--- src/rtl/mips_main_control_fsm.sv ---
// mips_main_control_fsm
//   Multi-cycle MIPS main control unit. Sequences the datapath through
//   fetch / decode / execute / memory / writeback and decodes the state
//   register into datapath controls (Moore, except for the mem_ready gating
//   of IRWrite/PCWrite in FETCH and the illegal_op / mem_timeout flags).
//
//   Optional feature: define MIPS_ADDI_EN to decode addi (opcode 001000)
//   through ADDIEX -> ADDIWB. Without it, 001000 is reported as illegal.
//
// Parameters
//   MAX_WAIT    consecutive mem_ready-low cycles tolerated in a memory state
//               (FETCH/MEMRD/MEMWR) before abort to FETCH; 0 = no timeout
//
// Ports
//   clk, reset      rising-edge clock, async active-high reset
//   opcode[5:0]     IR[31:26]
//   mem_ready       memory completes the current access this cycle
//   PCWrite..ALUSrcA, ALUSrcB[1:0], PCSource[1:0], ALUop[1:0]  datapath controls
//   state[3:0]      current state code (debug)
//   illegal_op      unsupported opcode seen in DECODE
//   mem_timeout     one-cycle pulse when a memory wait is aborted
module mips_main_control_fsm #(
  parameter int MAX_WAIT = 16
) (
  input  logic       clk,
  input  logic       reset,
  input  logic [5:0] opcode,
  input  logic       mem_ready,
  output logic       PCWrite,
  output logic       PCWriteCond,
  output logic       IorD,
  output logic       MemRead,
  output logic       MemWrite,
  output logic       MemtoReg,
  output logic       IRWrite,
  output logic       RegWrite,
  output logic       RegDst,
  output logic       ALUSrcA,
  output logic [1:0] ALUSrcB,
  output logic [1:0] PCSource,
  output logic [1:0] ALUop,
  output logic [3:0] state,
  output logic       illegal_op,
  output logic       mem_timeout
);

  typedef enum logic [3:0] {
    S_IDLE   = 4'd0,
    S_FETCH  = 4'd1,
    S_DECODE = 4'd2,
    S_MEMADR = 4'd3,
    S_MEMRD  = 4'd4,
    S_MEMWB  = 4'd5,
    S_MEMWR  = 4'd6,
    S_EXEC   = 4'd7,
    S_ALUWB  = 4'd8,
    S_BRANCH = 4'd9,
    S_JUMP   = 4'd10,
    S_ADDIEX = 4'd11,
    S_ADDIWB = 4'd12
  } state_t;

  localparam logic [5:0] OP_RTYPE = 6'b000000;
  localparam logic [5:0] OP_LW    = 6'b100011;
  localparam logic [5:0] OP_SW    = 6'b101011;
  localparam logic [5:0] OP_BEQ   = 6'b000100;
  localparam logic [5:0] OP_J     = 6'b000010;
`ifdef MIPS_ADDI_EN
  localparam logic [5:0] OP_ADDI  = 6'b001000;
`endif

  // Counter only has to reach MAX_WAIT-1.
  localparam int          WW     = (MAX_WAIT > 1) ? $clog2(MAX_WAIT) : 1;
  localparam bit          TMO_EN = (MAX_WAIT > 0);
  localparam logic [WW-1:0] LIMIT = WW'((MAX_WAIT > 0) ? (MAX_WAIT - 1) : 0);

  state_t        cur, nxt, dec_nxt;
  logic [WW-1:0] wait_cnt;
  logic          mem_st, tmo, legal;

  // Opcode decode for the DECODE state.
  always_comb begin
    dec_nxt = S_FETCH;
    legal   = 1'b1;
    case (opcode)
      OP_RTYPE:     dec_nxt = S_EXEC;
      OP_LW, OP_SW: dec_nxt = S_MEMADR;
      OP_BEQ:       dec_nxt = S_BRANCH;
      OP_J:         dec_nxt = S_JUMP;
`ifdef MIPS_ADDI_EN
      OP_ADDI:      dec_nxt = S_ADDIEX;
`endif
      default:      legal   = 1'b0;
    endcase
  end

  // Next state. A timeout in any memory state lands in FETCH, which for
  // FETCH itself means a restart of the fetch.
  always_comb begin
    mem_st = (cur == S_FETCH) || (cur == S_MEMRD) || (cur == S_MEMWR);
    tmo    = TMO_EN && mem_st && !mem_ready && (wait_cnt == LIMIT);
    nxt    = S_FETCH;
    case (cur)
      S_IDLE:   nxt = S_FETCH;
      S_FETCH:  nxt = mem_ready ? S_DECODE : S_FETCH;
      S_DECODE: nxt = dec_nxt;
      S_MEMADR: nxt = (opcode == OP_LW) ? S_MEMRD : S_MEMWR;
      S_MEMRD:  nxt = mem_ready ? S_MEMWB : (tmo ? S_FETCH : S_MEMRD);
      S_MEMWB:  nxt = S_FETCH;
      S_MEMWR:  nxt = mem_ready ? S_FETCH : (tmo ? S_FETCH : S_MEMWR);
      S_EXEC:   nxt = S_ALUWB;
      S_ALUWB:  nxt = S_FETCH;
      S_BRANCH: nxt = S_FETCH;
      S_JUMP:   nxt = S_FETCH;
`ifdef MIPS_ADDI_EN
      S_ADDIEX: nxt = S_ADDIWB;
      S_ADDIWB: nxt = S_FETCH;
`endif
      default:  nxt = S_FETCH;
    endcase
  end

  // State and wait counter. The counter restarts on any completed access,
  // on a timeout (including the FETCH self-loop) and on every state change.
  always_ff @(posedge clk or posedge reset) begin
    if (reset) begin
      cur      <= S_IDLE;
      wait_cnt <= '0;
    end else begin
      cur <= nxt;
      if (tmo || mem_ready || !mem_st || (nxt != cur))
        wait_cnt <= '0;
      else
        wait_cnt <= wait_cnt + WW'(1);
    end
  end

  // Control decode; anything not set in a state stays 0.
  always_comb begin
    PCWrite     = 1'b0;
    PCWriteCond = 1'b0;
    IorD        = 1'b0;
    MemRead     = 1'b0;
    MemWrite    = 1'b0;
    MemtoReg    = 1'b0;
    IRWrite     = 1'b0;
    RegWrite    = 1'b0;
    RegDst      = 1'b0;
    ALUSrcA     = 1'b0;
    ALUSrcB     = 2'b00;
    PCSource    = 2'b00;
    ALUop       = 2'b00;
    illegal_op  = 1'b0;
    case (cur)
      S_FETCH: begin
        MemRead = 1'b1;
        ALUSrcB = 2'b01;
        // PC+4 and IR load only when the instruction word actually arrives.
        IRWrite = mem_ready;
        PCWrite = mem_ready;
      end
      S_DECODE: begin
        ALUSrcB    = 2'b11;
        illegal_op = !legal;
      end
      S_MEMADR: begin
        ALUSrcA = 1'b1;
        ALUSrcB = 2'b10;
      end
      S_MEMRD: begin
        MemRead = 1'b1;
        IorD    = 1'b1;
      end
      S_MEMWB: begin
        RegWrite = 1'b1;
        MemtoReg = 1'b1;
      end
      S_MEMWR: begin
        MemWrite = 1'b1;
        IorD     = 1'b1;
      end
      S_EXEC: begin
        ALUSrcA = 1'b1;
        ALUop   = 2'b10;
      end
      S_ALUWB: begin
        RegWrite = 1'b1;
        RegDst   = 1'b1;
      end
      S_BRANCH: begin
        ALUSrcA     = 1'b1;
        ALUop       = 2'b01;
        PCWriteCond = 1'b1;
        PCSource    = 2'b01;
      end
      S_JUMP: begin
        PCWrite  = 1'b1;
        PCSource = 2'b10;
      end
`ifdef MIPS_ADDI_EN
      S_ADDIEX: begin
        ALUSrcA = 1'b1;
        ALUSrcB = 2'b10;
      end
      S_ADDIWB: begin
        RegWrite = 1'b1;
      end
`endif
      default: ;
    endcase
  end

  assign mem_timeout = tmo;
  assign state       = cur;

endmodule

--- config.mk ---
export PLATFORM = sky130hd
export DESIGN_NAME = mips_main_control_fsm
export DESIGN_NICKNAME = d
export VERILOG_FILES = /design/src/rtl/mips_main_control_fsm.sv
export SDC_FILE = /design/constraint.sdc
export NUM_CORES = 1
export LEC_CHECK = 0
export CORE_MARGIN = 2
export CORE_UTILIZATION = 39
export CTS_BUF_LIST = sky130_fd_sc_hd__clkbuf_4 sky130_fd_sc_hd__clkbuf_8
export CTS_CLUSTER_DIAMETER = 150
export DETAILED_ROUTE_END_ITERATION = 12
export PLACE_DENSITY = 0.74
export SYNTH_ARGS = -nofsm -noshare
export SYNTH_HDL_FRONTEND = slang
export SYNTH_SLANG_ARGS = --single-unit
--- constraint.sdc ---
create_clock -name clk -period 2 [get_ports clk]
set_input_delay 0.6 -clock clk [delete_from_list [all_inputs] [get_ports clk]]
set_output_delay 0.6 -clock clk [all_outputs]
set_load 0.02 [all_outputs]
* Word level (Yosys, flattened, before mapping)
Cells that the tools add are included.
Storage, ports and cells: flip-flop bits (word level) 8, input bits 9, output and inout port bits 22, word-level logic and storage cells 60
Operators by class: add/sub/neg operators 1, eq/ne operators 16, multiplexer cells 24, reduce and logical (&&, ||, !) cells 17
Operators by type and width (number):
- one-hot mux 4 bit (6 select lines) | 1
- equality test 4 x 3 -> 1 bit, second input constant | 4
- equality test 4 bit, second input constant | 4
- one-hot mux 4 bit (4 select lines) | 1
- equality test 6 bit, second input constant | 2
- 2-to-1 mux 3 bit | 4
- 2-to-1 mux 1 bit | 11
- equality test 4 x 2 -> 1 bit, second input constant | 2
- one-hot mux 2 bit (2 select lines) | 2
- OR reduction 2 bit | 4
- equality test 6 x 2 -> 1 bit, second input constant | 1
- equality test 6 x 3 -> 1 bit, second input constant | 1
- zero test 6 bit | 1
- one-hot mux 2 bit (3 select lines) | 1
- logical OR 1 bit | 5
- OR reduction 5 bit | 1
- adder 4 x 1 -> 4 bit, second input constant | 1
- equality test 4 x 1 -> 1 bit, second input constant | 1
- 2-to-1 mux 2 bit | 2
- 2-to-1 mux 4 bit | 1
- inequality test 4 bit | 1
- zero test 1 bit | 3
- OR reduction 3 bit | 1
- logical AND 1 bit | 2
- one-hot mux 1 bit (2 select lines) | 1

* Longest topological paths before layout
word-level depth 11, depth in mapped cells 4, depth with buffers taken out 4

* Least setup slack after synthesis
Ideal clock, no wire load.
path kind reg2out, start register cur[2] (netlist: state[2]), end output port RegWrite, data arrival time 1.637 ns, required time 1.400 ns, slack -0.237 ns, cell stages (with the launch flop) 5, buffers on the path 1, path through dfrtp_1 > clkbuf_2 > nand2b_1 > nor3_1 > or2_2
Between the ends: cells in the longest elaborated chain, start to end 3, elaborated cells between the ends (all ways) 4, those cells by class 2 x eq/ne; 1 x mux; 1 x reduce/logical
RTL lines:
- from (decl) | line 77 | state_t cur, nxt, dec_nxt;
- from (signal assigned) | line 130 | cur <= nxt;
- equality test 4 bit / equality test 4 x 3 -> 1 bit (equally long branches) | line 154 | case (cur)
- OR reduction 2 bit (no source line) *
- 2-to-1 mux 1 bit * | line 154
- to (decl) | line 36 | output logic RegWrite,
Every way passes the cells marked *; elsewhere a longest branch is shown, timed or not.

* Worst setup path in the final report
start input port opcode[5], end output port illegal_op
Between the ends: cells in the longest elaborated chain, start to end 5, elaborated cells between the ends (all ways) 9, those cells by class 4 x eq/ne; 2 x mux; 3 x reduce/logical
RTL lines:
- from (decl) | line 27 | input logic [5:0] opcode,
- equality test 6 bit, or another cell as far along | line 85 | case (opcode)
- OR reduction 5 bit (no source line) *
- 2-to-1 mux 1 bit * | line 85
- zero test 1 bit * | line 164 | illegal_op = !legal;
- 2-to-1 mux 1 bit * | line 154
- to (decl) | line 43 | output logic illegal_op,
Marked as above.

==> impl_metrics.py <==
metrics = {
    "run_status": {
        "status": "finished with violations",
        "violations": "setup timing",
    },
    "min_path": {
        "hp-start": "wait_cnt[0]",
        "hold_depth": 2,
        "holdCritPathClass": "reg -> reg",
        "hold_end": "wait_cnt[0]",
    },
    "final_layout": {
        "diodes": 0,
        "final_nets": 163,
        "area_growth_pct": 96.4,
        "layout-drive-gt1-share_pct": 56.3,
        "utilization_pct": 83.7,
        "final_cells": 167,
        "fillCellCount": 104,
        "stdcell_area_um2": 1290,
        "multiInputGateArea_um2": 490,
        "seq_area_um2": 205,
    },
    "detailed_routing": {
        "num_vias": 918,
        "via_per_inst": 5.50,
        "drc": 0,
        "drt_iter0_markers": 16,
        "routedWlPerCell_um": 15.8,
        "top_layer_used": "met4",
        "wl_met3_um": 133,
        "dr.pass1.iters": 4,
        "ant_nets": 0,
        "wl_met1_um": 1020,
        "totalWireLength_um": 2630,
        "route.met2.wl_um": 1410,
    },
    "logic_synthesis": {
        "synth_common_cells": "16 x nor2_1, 8 x dfrtp_1, 6 x nand2b_1",
        "avgSynthCellArea_um2": 8.01,
        "synthTopCellsByArea": "dfrtp_1 30%, nor2_1 9.1%, nand2b_1 5.7%",
        "yosysMostFrequentCell": "nor2_1",
        "synth.top_cell.area_share_pct": 30.5,
        "syn-num-nets": 92,
        "ys_types": 36,
        "async_flop_share_pct": 100,
        "ys_ff_latch": 8,
        "synth.yosys.seq_area_share_pct": 30.5,
        "synth_edf_count": 0,
        "ys_warn_count": 0,
        "synth.largest_area_cell": "dfrtp_1",
        "synth-main-ff-cell": "dfrtp_1",
        "synth_area_um2": 657,
        "syn_inst": 82,
    },
    "die": {
        "core_area_um2": 1540,
        "io-pin-count": 31,
        "die_h_um": 45.0,
        "start_util_pct": 42.6,
        "die_width_um": 45.0,
        "dieArea_um2": 2030,
        "row_count": 14,
    },
    "power": {
        "ir_worst_vdd_v": 0.000878,
        "pwr_density_cell_nw_per_um2": 1220,
        "p_leak_nw": 0.672,
        "p_total_mw": 1.57,
    },
    "worst_setup_path": {
        "worstSetupPathType": "in -> out",
        "cp-start-kind": "primary input",
        "crit_required_ns": 1.40,
        "reg2reg_depth": 6,
        "end_kind": "primary output",
        "cp_max_fo": 2,
        "rrSetupSlack_ns": 0.46,
        "reg2reg_to": "state[2]",
        "arrival_ns": 1.46,
        "regToRegStartpoint": "wait_cnt[0]",
    },
    "clocking": {
        "clockBufferDepth": 2,
        "h-tree-depth": 1,
        "clk_pin_slew_worst_paths_ns": 0.05,
        "cts-root-buf": "clkbuf_4",
        "clk_latency_ns": 0.25,
        "cts_sinks": 8,
        "cts-buffers-inserted": 3,
        "cts_tree": "done",
    },
    "timing": {
        "worstMarginPinSlew_ns": 0.346,
        "setup_ws_ns": -0.0555,
        "setup_viol": 1,
        "finalClockSkew_ns": 0.00221,
        "fmax_mhz": 487,
        "min_period_over_period_pct": 103,
        "maxSlewViolCount": 0,
        "fin_crit_ns": 2.06,
        "tns_ns": -0.0555,
        "report.final.hold_viol_count": 0,
        "rsz0062_at_grt": "true",
        "relSlewSlack_pct": 76.8,
    },
    "global_routing": {
        "grt_pass1_wl_um": 3950,
        "antenna_found_initial": 0,
        "grt.total_usage_pct": 27.1,
        "grt_pass1_vias": 914,
        "grt_start_max_net_pins": 11,
        "grt.overflow.total": 0,
    },
    "place": {
        "dp_cells": 157,
        "post_dp_cell_area_um2": 1210,
        "portBuffers": 30,
        "place.gp.congestion": 0.875,
        "dp_hpwl_um": 1760,
    },
    "flow_run": {
        "cap_violations": 0,
    },
}
## state kept, by name (all words and copies together), names as in the netlist
register / count
state: 4
wait_cnt: 4
## worst max-delay path: stages
cell	delay, ns
clkdlybuf4s15_1	0.21
nor3_2	0.24
o21ai_2	0.10
and3_4	0.18
buf_6	0.12
## cell families after synthesis
family                   after synthesis  share of synthesized area, %
XOR/XNOR                               3                          4.00
buffers and inverters                  8                          6.28
adder cells (fa/ha/maj)                1                          1.90
AO/OA/AOI/OAI                         15                          17.5
AND/OR/NAND/NOR                       46                          38.3
flip-flops                             8                          30.5
multiplexers                           1                          1.52
## worst max path at each step
stage / from / endpoint / slack, ns / cells after the start
finish: opcode[5] / illegal_op / -0.06 / 5
global route: opcode[3] / illegal_op / -0.08 / 5
CTS: state[2] / ALUSrcB[0] / -0.02 / 4
detailed placement: opcode[1] / illegal_op / -0.72 / 5
global placement: opcode[1] / illegal_op / -0.68 / 5
floorplan: state[2] / RegWrite / -0.02 / 4
## repair_timing
| action | CTS | global route |
|---|---|---|
| resized for setup | 103 | 20 |
| setup endpoints to repair | 22 | 10 |
| hold buffers | 0 | 0 |
| pin swaps | 5 | 3 |
| setup buffers | 5 | 2 |
## through the flow
step / hold WS (ns) / setup WS [ns]
2_1_floorplan: 0.416 / -0.0183
3_3_place_gp: 0.513 / -0.681
3_5_place_dp: 0.531 / -0.716
4_1_cts: 0.537 / -0.0222
5_1_grt: 0.549 / -0.0833
6_report: 0.533 / -0.0555
## cells in the final DEF (no fill, tap or decap), drive strengths merged, types with 3 or more instances in the layout
| cell type | Yosys | routed |
|---|---|---|
| nor2 | 16 | 16 |
| buf | 3 | 58 |
| dlygate4sd2 | 0 | 6 |
| clkdlybuf4s15 | 0 | 3 |
| and3 | 3 | 3 |
| inv | 3 | 3 |
| clkbuf | 2 | 6 |
| dfrtp | 8 | 8 |
| nor2b | 4 | 4 |
| nand2b | 6 | 6 |
| nand3 | 5 | 5 |
## cell type report
type	instances	area share, %
tap	16	1.55
sequential	8	15.9
inverter	3	0.873
clock buffer	3	1.75
timing repair buffer	71	41.9
multi-input combinational	66	38.0
## routing by layer
layer,GRT usage (%),vias up
li1,-,433
met4,12.4,0
met2,52.0,40
met5,0,-
met1,29.2,437
met3,2.80,8
## power by group
part | switching [mW] | internal (mW)
Clock | 0.0477 | 0.0681
Combinational | 0.551 | 0.598
Sequential | 0.0960 | 0.211
Power figures use the tool's default switching activity.
